--- src/rtl/dvp_pkg.sv ---
// Shared types and constants for the DVP test-pattern transmitter:
// frame-phase states, pattern encodings and the RGB565 colour-bar palette.
package dvp_pkg;

    typedef enum logic [2:0] {
        ST_IDLE,
        ST_VSYNC,
        ST_VBP,
        ST_ACTIVE,
        ST_VFP
    } state_t;

    typedef enum logic [1:0] {
        PAT_BARS      = 2'd0,
        PAT_RAMP      = 2'd1,
        PAT_CHECKER   = 2'd2,
        PAT_FRAME_TAG = 2'd3
    } pattern_t;

    localparam logic [15:0] RGB_WHITE   = 16'hFFFF;
    localparam logic [15:0] RGB_YELLOW  = 16'hFFE0;
    localparam logic [15:0] RGB_CYAN    = 16'h07FF;
    localparam logic [15:0] RGB_GREEN   = 16'h07E0;
    localparam logic [15:0] RGB_MAGENTA = 16'hF81F;
    localparam logic [15:0] RGB_RED     = 16'hF800;
    localparam logic [15:0] RGB_BLUE    = 16'h001F;
    localparam logic [15:0] RGB_BLACK   = 16'h0000;

    function automatic logic [15:0] bar_colour(input logic [2:0] idx);
        case (idx)
            3'd0:    return RGB_WHITE;
            3'd1:    return RGB_YELLOW;
            3'd2:    return RGB_CYAN;
            3'd3:    return RGB_GREEN;
            3'd4:    return RGB_MAGENTA;
            3'd5:    return RGB_RED;
            3'd6:    return RGB_BLUE;
            default: return RGB_BLACK;
        endcase
    endfunction

endpackage

--- src/rtl/dvp_pattern_gen.sv ---
// RGB565 pixel generator: combinational patterns plus a per-line bar counter
// that tracks the colour-bar index without dividing x.
module dvp_pattern_gen
    import dvp_pkg::*;
#(
    parameter int H_ACTIVE = 640
) (
    input  logic        clk,
    input  logic        rst_n,
    input  logic [15:0] x,
    input  logic [15:0] y,
    input  logic [15:0] frame_cnt,
    input  pattern_t    sel,
    input  logic        line_start,
    output logic [15:0] pix
);
    localparam int BAR_W = H_ACTIVE / 8;

    logic [2:0]  bar_idx_q, bar_idx;
    logic [15:0] bar_cnt_q, bar_cnt;
    logic        x_lsb_q;
    logic        unused_bits;

    // x advances by one every two byte clocks, so a toggle of its LSB marks a new pixel.
    always_comb begin
        bar_idx = bar_idx_q;
        bar_cnt = bar_cnt_q;
        if (line_start) begin
            bar_idx = '0;
            bar_cnt = '0;
        end else if (x[0] != x_lsb_q) begin
            if (bar_cnt_q == 16'(BAR_W - 1)) begin
                bar_idx = bar_idx_q + 3'd1;
                bar_cnt = '0;
            end else begin
                bar_cnt = bar_cnt_q + 16'd1;
            end
        end
    end

    always_ff @(posedge clk or negedge rst_n) begin
        if (!rst_n) begin
            bar_idx_q <= '0;
            bar_cnt_q <= '0;
            x_lsb_q   <= 1'b0;
        end else begin
            bar_idx_q <= bar_idx;
            bar_cnt_q <= bar_cnt;
            x_lsb_q   <= x[0];
        end
    end

    always_comb begin
        pix = 16'h0000;
        case (sel)
            PAT_BARS:      pix = bar_colour(bar_idx);
            PAT_RAMP:      pix = x;
            PAT_CHECKER:   pix = (x[3] ^ y[3]) ? 16'hFFFF : 16'h0000;
            PAT_FRAME_TAG: pix = {frame_cnt[4:0], 6'h00, ~frame_cnt[4:0]};
            default:       pix = 16'h0000;
        endcase
    end

    assign unused_bits = ^{y[15:4], y[2:0], frame_cnt[15:5]};

endmodule

--- src/rtl/dvp_pattern_tx.sv ---
// OV5640-style DVP source: frame-phase FSM, column/line counters and registered
// vsync/href/data outputs driven from the next-cycle position.
module dvp_pattern_tx
    import dvp_pkg::*;
#(
    parameter int H_ACTIVE = 640,
    parameter int V_ACTIVE = 360,
    parameter int H_BLANK  = 64,
    parameter int VS_LINES = 4,
    parameter int V_BPORCH = 8,
    parameter int V_FPORCH = 4
) (
    input  logic        sys_clk,
    input  logic        sys_rst_n,
    input  logic        enable,
    input  logic [1:0]  pattern_sel,
    output logic        cam_vsync,
    output logic        cam_href,
    output logic [7:0]  cam_data,
    output logic        frame_done,
    output logic [15:0] frame_cnt
);
    localparam int LINE_CLKS = 2 * H_ACTIVE + H_BLANK;
    localparam int COL_W     = $clog2(LINE_CLKS + 1);
    localparam logic [COL_W-1:0] COL_LAST  = COL_W'(LINE_CLKS - 1);
    localparam logic [COL_W-1:0] HREF_CLKS = COL_W'(2 * H_ACTIVE);

    function automatic logic [15:0] last_line(input state_t s);
        case (s)
            ST_VSYNC:  return 16'(VS_LINES - 1);
            ST_VBP:    return 16'(V_BPORCH - 1);
            ST_ACTIVE: return 16'(V_ACTIVE - 1);
            ST_VFP:    return 16'(V_FPORCH - 1);
            default:   return 16'h0000;
        endcase
    endfunction

    function automatic state_t succ(input state_t s);
        case (s)
            ST_VSYNC:  return ST_VBP;
            ST_VBP:    return ST_ACTIVE;
            ST_ACTIVE: return ST_VFP;
            default:   return ST_IDLE;
        endcase
    endfunction

    // First non-empty phase at or after s; ST_IDLE here means the frame is over.
    function automatic state_t first_from(input state_t s);
        case (s)
            ST_VSYNC:  return (VS_LINES > 0) ? ST_VSYNC : (V_BPORCH > 0) ? ST_VBP : ST_ACTIVE;
            ST_VBP:    return (V_BPORCH > 0) ? ST_VBP : ST_ACTIVE;
            ST_ACTIVE: return ST_ACTIVE;
            ST_VFP:    return (V_FPORCH > 0) ? ST_VFP : ST_IDLE;
            default:   return ST_IDLE;
        endcase
    endfunction

    state_t           state, state_n, after;
    logic [COL_W-1:0] col, col_n;
    logic [15:0]      line, line_n;
    logic             frame_end, frame_start;
    pattern_t         sel_q, sel_n;
    logic [15:0]      frame_cnt_n;
    logic [15:0]      x_n, pix;
    logic             vsync_n, href_n;
    logic [7:0]       data_n;

    // NOTE: every signal written in always_comb gets a default first, so no path leaves it unassigned and no latch is inferred.
    always_comb begin
        state_n   = state;
        col_n     = col;
        line_n    = line;
        frame_end = 1'b0;
        after     = ST_IDLE;
        if (state == ST_IDLE) begin
            if (enable) begin
                state_n = first_from(ST_VSYNC);
                col_n   = '0;
                line_n  = '0;
            end
        end else if (col != COL_LAST) begin
            col_n = col + COL_W'(1);
        end else begin
            col_n = '0;
            if (line != last_line(state)) begin
                line_n = line + 16'd1;
            end else begin
                line_n = '0;
                after  = first_from(succ(state));
                if (after == ST_IDLE) begin
                    frame_end = 1'b1;
                    state_n   = enable ? first_from(ST_VSYNC) : ST_IDLE;
                end else begin
                    state_n = after;
                end
            end
        end
        frame_start = enable && ((state == ST_IDLE) || frame_end);
    end

    assign sel_n       = frame_start ? pattern_t'(pattern_sel) : sel_q;
    assign frame_cnt_n = frame_cnt + {15'd0, frame_end};
    assign x_n         = 16'(col_n >> 1);

    dvp_pattern_gen #(
        .H_ACTIVE (H_ACTIVE)
    ) u_pattern_gen (
        .clk        (sys_clk),
        .rst_n      (sys_rst_n),
        .x          (x_n),
        .y          (line_n),
        .frame_cnt  (frame_cnt_n),
        .sel        (sel_n),
        .line_start (col_n == '0),
        .pix        (pix)
    );

    // Outputs are registered from the next position so they line up with the state register.
    assign vsync_n = (state_n == ST_VSYNC);
    assign href_n  = (state_n == ST_ACTIVE) && (col_n < HREF_CLKS);
    assign data_n  = href_n ? (col_n[0] ? pix[7:0] : pix[15:8]) : 8'h00;

    // NOTE: sequential state uses non-blocking assignments so every flop samples pre-edge values.
    always_ff @(posedge sys_clk or negedge sys_rst_n) begin
        if (!sys_rst_n) begin
            state      <= ST_IDLE;
            col        <= '0;
            line       <= '0;
            sel_q      <= PAT_BARS;
            cam_vsync  <= 1'b0;
            cam_href   <= 1'b0;
            cam_data   <= 8'h00;
            frame_done <= 1'b0;
            frame_cnt  <= 16'h0000;
        end else begin
            state      <= state_n;
            col        <= col_n;
            line       <= line_n;
            sel_q      <= sel_n;
            cam_vsync  <= vsync_n;
            cam_href   <= href_n;
            cam_data   <= data_n;
            frame_done <= frame_end;
            frame_cnt  <= frame_cnt_n;
        end
    end

endmodule
--- config.mk ---
export PLATFORM = sky130hd
export DESIGN_NAME = dvp_pattern_tx
export DESIGN_NICKNAME = d
export VERILOG_FILES = /design/src/rtl/dvp_pkg.sv /design/src/rtl/dvp_pattern_gen.sv /design/src/rtl/dvp_pattern_tx.sv
export SDC_FILE = /design/constraint.sdc
export NUM_CORES = 1
export LEC_CHECK = 0
export BUFFER_PORTS_ARGS = -buffer_cell sky130_fd_sc_hd__buf_2
export CAP_MARGIN = 20
export CORE_MARGIN = 1
export CORE_UTILIZATION = 53
export DETAILED_ROUTE_END_ITERATION = 8
export PLACE_DENSITY = 0.73
export SLEW_MARGIN = 20
export SYNTH_ARGS = -nofsm -noshare
export SYNTH_HDL_FRONTEND = slang
export SYNTH_SLANG_ARGS = --single-unit
export TNS_END_PERCENT = 20
--- constraint.sdc ---
create_clock -name sys_clk -period 3.95 [get_ports sys_clk]
set_input_delay 0.5925 -clock sys_clk [delete_from_list [all_inputs] [get_ports sys_clk]]
set_output_delay 0.5925 -clock sys_clk [all_outputs]
set_load 0.01 [all_outputs]
==> run metrics, run 1 <==
status=completed; DR pass1 iterations=5; DIE HEIGHT=94.7 um; FF-to-FF setup slack=0.48 ns; initial cell density of the core=0.552; CP Launch Type=flop; Layout Cell Area excl Fill=4970 um2; syn_nets=515; worst-case clock skew=0.00924 ns; sequential fraction of the synthesis area=0.428; largest net degree at the start of global routing=79; f_max=just under 0.3 GHz; final setup vio count=0; Flop pwr share=0.553; die area=8970 um2; Critical Path RT=4.17 ns; Max Cap Viol=0; crit path max-delay cell type=dfrtp_1; Final Util=0.601; R2R Path Start=state[2]; leakage=about 2.2 nW; Final nets=539; number of setup buffers added after CTS=0; post-synth top area cell=dfrtp_1; # DRC=0; fraction of registers with async set/reset=1.00; # IOs=32; post-synthesis instance total=504; clk sinks=78; post-synth top area share=0.428; Main synth FF type=dfrtp_1; Routed Antenna Nets=0; P_int=1.11 mW; Worst Reg2Reg Path Length in Cells=11; cell family with most CP delay=simple AND/OR/NAND/NOR gates; first-pass GRT wire length=between 15 and 20 mm; cts hold-fix bufs=0; crit end category=flop; Post-DP Area=4760 um2; Yosys warnings=0; total global-route track usage=0.257; Routed WL=10.7 mm; DIE WIDTH=roughly 95 um; I/O Buffers=31; CTS Buffer Depth=2; # rows=33; fin. max-slew vios=0; RSZ-0062 raised after global routing=false; Tmin final=3.47 ns; Hold Path Class=primary input to async pin; Overflow after GRT=0; Initial DRC Count=between 200 and 300; Avg Vias per Cell=6.20; clk slew on worst S/H paths=0.09 ns; HPWL after detailed placement=7.57 mm; CORE AREA=between 8000 and 9000 um2; main area contributors after synthesis=dfrtp_1 (43%), o21ai_0 (5.3%), nand2_1 (3.7%); Fin. Hold Viols=0; fraction of layout cells with a size suffix above 1=0.135; Mapped Area=4560 um2; normalized max-slew margin=0.351; GP Congestion=0.923; crit path DAT=around 3.7 ns; Worst-Skew Late Latency=0.35 ns; sw frac=0.229; post-cts repair resize count=0; vias in the first global route=between 3k and 4k; Clock power frac=0.433; Combinational Power Share=0.014; WL/cell=16.8 um; initial antenna violation count=0; Worst VDD drop=0.151 mV; H-tree depth=3; critical path class=flop to flop; net switching power figure=0.331 mW; Distinct cells, synth=70; FF+latch count, synth=78; number of synthesized flops with an enable pin=0; PwrDens=291 nW/um2; Layout area overhead=8.98%; Worst-Margin Slew=0.974 ns; Avg Synthesized Cell Area=9.04 um2; Worst R2R End=cam_data[4]; crit share post-route=0.877; Fin Setup TNS=0 ns; most used cell, CP=ha_1; crit path cell chain=and3b_1 > or4_1 > a211oi_2 > and4_1 > ha_1 > ha_1 > nand3_1 > xnor2_1 > nor2_1 > a211oi_1 > o32ai_1; DR vias=3954; CTS Root Cell=clkbuf_8; Buf+Inv Stages, Crit Path=0; CTS Buf Count=9; CP max FO=14; Antenna Cells=0; CP peak stage delay=0.58 ns; CTS tree=yes
[final cells by class]
type	instances	area, um2
Fill cell	730	3290
Multi-Input combinational cell	387	2420
Sequential cell	78	1950
Timing Repair Buffer	35	188
Clock buffer	10	138
Tap cell	105	131
Clock inverter	6	68.8
Inverter	17	63.8
[power groups by stage]
stage                     Clock, mW  Combinational [mW]  Sequential (mW)
final                         0.625              0.0205            0.798
after global routing          0.674              0.0243            0.798
after CTS                     0.634              0.0219            0.798
after detailed placement          0              0.0220            0.814
after global placement            0              0.0217            0.814
after floorplan                   0             0.00229            0.814
[Yosys cell counts, types with 3 or more instances]
library cell and n:
buf_4 3, nor3_1 8, o211a_1 3, inv_1 16, buf_2 5, xnor2_1 16, dfrtp_1 78, mux2i_1 12
or2_2 8, or4_1 6, xor2_1 9, a211oi_1 3, or3_1 6, nand2b_1 12, nand4_1 10, nand3_1 25
nand2_1 45, and4_1 6, nor3b_1 3, and2_1 10, o31ai_1 7, clkbuf_1 11, a311o_1 3, ha_1 6
a31oi_1 3, o211ai_1 3, o221ai_1 4, nor2_1 41, a221oi_1 3, and3_1 19, a21oi_1 17, o21ai_0 48
nor4_1 10
[layer usage]
metal	share of wire	global-route usage	vias to the layer above
li1	-	-	1884
met1	0.47	0.353	1938
met2	0.47	0.410	111
met3	0.044	0.0411	21
met4	0.018	0.0934	0
met5	0	0	-
[worst max path at each step]
stage | from | to | slack (ns) | cells after the start
2_1_floorplan | col[1] | u_pattern_gen.bar_cnt_q[5] | 1.03 | 13
5_1_grt | state[2] | cam_data[4] | 0.18 | 11
3_3_place_gp | state[2] | cam_data[4] | 0.56 | 11
6_report | state[2] | cam_data[4] | 0.48 | 11
4_1_cts | state[2] | cam_data[4] | 0.49 | 11
3_5_place_dp | state[2] | cam_data[4] | 0.53 | 11
[logic make-up after synthesis]
kind of cell,after synthesis,share of synthesized area
adder cells (fa/ha/maj),6,0.0165
buffers and inverters,39,0.0395
flip-flops,78,0.428
multiplexers,14,0.0313
AO/OA/AOI/OAI,117,0.168
XOR/XNOR,25,0.0481
AND/OR/NAND/NOR,225,0.268
[cell usage in the layout (no fill, tap or decap), types with 10 or more instances in the layout]
cell type  count
clkbuf_8      10
nor4_1        10
a21oi_1       17
nand4_1       10
nor2_1        41
and2_1        10
nand2b_1      12
nand3_1       25
xnor2_1       16
buf_2         30
inv_1         16
mux2i_1       12
and3_1        19
o21ai_0       48
dfrtp_1       78
nand2_1       45
[sequential cells by signal, indices dropped and copies added (netlist names), 2 cells and up]
register / cells
cam_data: 8
col: 11
frame_cnt: 16
line: 16
sel_q: 2
state: 3
u_pattern_gen.bar_cnt_q: 16
u_pattern_gen.bar_idx_q: 3
[through the flow]
stage | power (mW) | hold slack [ns] | instances | setup slack, ns
after floorplan | 0.816 | 0.297 | 504 | 1.03
after global placement | 0.835 | 0.457 | 622 | 0.564
after CTS | 1.45 | 0.438 | 638 | 0.490
after detailed placement | 0.836 | 0.461 | 622 | 0.525
final | 1.44 | 0.391 | 638 | 0.484
after global routing | 1.50 | 0.483 | 638 | 0.181
Power figures use the tool's default switching activity.
==> inputs of run 2 (changes only) <==
- CORE_UTILIZATION: 53 -> 30
- CTS_BUF_LIST: default -> sky130_fd_sc_hd__clkbuf_16
- PLACE_DENSITY: 0.73 -> 0.47
==> run metrics, run 2 (synthesized netlist as in run 1, its figures left out) <==
number of setup buffers added after CTS=0; Layout Cell Area excl Fill=5190 um2; Routed WL=11.9 mm; H-tree depth=3; CTS Root Cell=clkbuf_16; GP Congestion=0.883; # IOs=32; Layout area overhead=14.0%; I/O Buffers=31; post-cts repair resize count=0; DIE WIDTH=125 um; cell family with most CP delay=simple AND/OR/NAND/NOR gates; initial cell density of the core=0.310; status=finished with violations; fraction of layout cells with a size suffix above 1=0.136; initial antenna violation count=0; worst-case clock skew=0.00710 ns; crit end category=flop; crit path cell chain=and3b_1 > or4_1 > a211oi_2 > and4_1 > ha_1 > ha_1 > nand3_1 > xnor2_1 > a21oi_1 > a221oi_1; crit path DAT=between 3 and 4 ns; first-pass GRT wire length=19.8 mm; Buf+Inv Stages, Crit Path=0; leakage=2.28 nW; Non-Filler Instances=721; Fin. Hold Viols=0; vias in the first global route=3776; largest registers=frame_cnt x16, line x16, u_pattern_gen.bar_cnt_q x16; CP Launch Type=flop; Overflow after GRT=0; Avg Vias per Cell=5.43; final setup vio count=0; most used cell, CP=ha_1; largest net degree at the start of global routing=53; Pwr Total=1.70 mW; Worst-Margin Slew=0.755 ns; HPWL after detailed placement=8.39 mm; cts hold-fix bufs=0; DIE HEIGHT=around 130 um; CTS Buffer Depth=2; Final nets=543; failing checks=DRC; DR pass1 iterations=8; CP peak stage delay=approximately 0.58 ns; # rows=44; Initial DRC Count=273; fin. max-slew vios=0; CTS Buf Count=9; CTS tree=yes; most common cell after layout, fill and taps aside=dfrtp_1; Max Cap Viol=0; # DRC=3; CP max FO=14; crit path max-delay cell type=dfrtp_1; crit share post-route=0.938; Routed Antenna Nets=0; die area=15700 um2; clk sinks=78; WL/cell=16.5 um; normalized max-slew margin=0.497; CORE AREA=14700 um2; Tmin final=3.71 ns; dpl cells=705; final hold slack=0.302 ns; Critical Path RT=~4.2 ns; Antenna Cells=0; PwrDens=327 nW/um2; fill count=1519; most frequent cells in the layout=dfrtp_1 (78), o21ai_0 (48), nand2_1 (45); Worst VDD drop=roughly 0.22 mV; critical path class=flop to flop; Hold Path Class=primary input to async pin; Worst-Skew Late Latency=0.34 ns; clk slew on worst S/H paths=around 0.060 ns; DR vias=3912; RSZ-0062 raised after global routing=false; total global-route track usage=0.161; f_max=0.270 GHz; Post-DP Area=slightly below 5000 um2; Fin Setup TNS=0 ns
[run 2: report_power, final]
| part | total [mW] | leakage [nW] | internal [mW] | switching [mW] |
|---|---|---|---|---|
| Combinational | 0.0230 | 1.13 | 0.00302 | 0.0199 |
| Clock | 0.877 | 0.159 | 0.544 | 0.333 |
| Sequential | 0.799 | 0.986 | 0.799 | 0 |
| Total | 1.70 | 2.28 | 1.35 | 0.353 |
[run 2: area by class of cell]
class	count	area, um2	area share
clock buffer	9	225	0.0434
inverter	17	63.8	0.0123
sequential	78	1950	0.376
timing repair buffer	39	218	0.0419
tap	184	230	0.0443
clock inverter	7	81.3	0.0157
multi-input combinational	387	2420	0.467
[run 2: final timing paths]
check,from,to,slack [ns],cells after the start
max in group asynchronous,sys_rst_n,frame_cnt[6],2.78,2
hold reg to reg,frame_cnt[15],frame_cnt[15],0.47,1
hold / removal,sys_rst_n,col[6],0.30,1
setup / recovery,state[2],cam_data[7],0.24,10
min in group sys_clk,frame_cnt[15],frame_cnt[15],0.47,1
setup reg to reg,state[2],cam_data[7],0.24,10
[run 2: per-stage QoR]
step | worst slack (ns) | utilization
2_1_floorplan | 1.03 | -
3_3_place_gp | 0.360 | 0.333
3_5_place_dp | 0.336 | 0.333
4_1_cts | 0.333 | 0.353
5_1_grt | 0.0597 | 0.353
6_report | 0.244 | 0.353
[run 2: layer usage]
metal	global-route usage	part of all wire	vias up
met3	0.0282	0.037	24
li1	-	-	1900
met5	0	0	-
met4	0.0796	0.027	0
met2	0.251	0.45	81
met1	0.215	0.48	1907
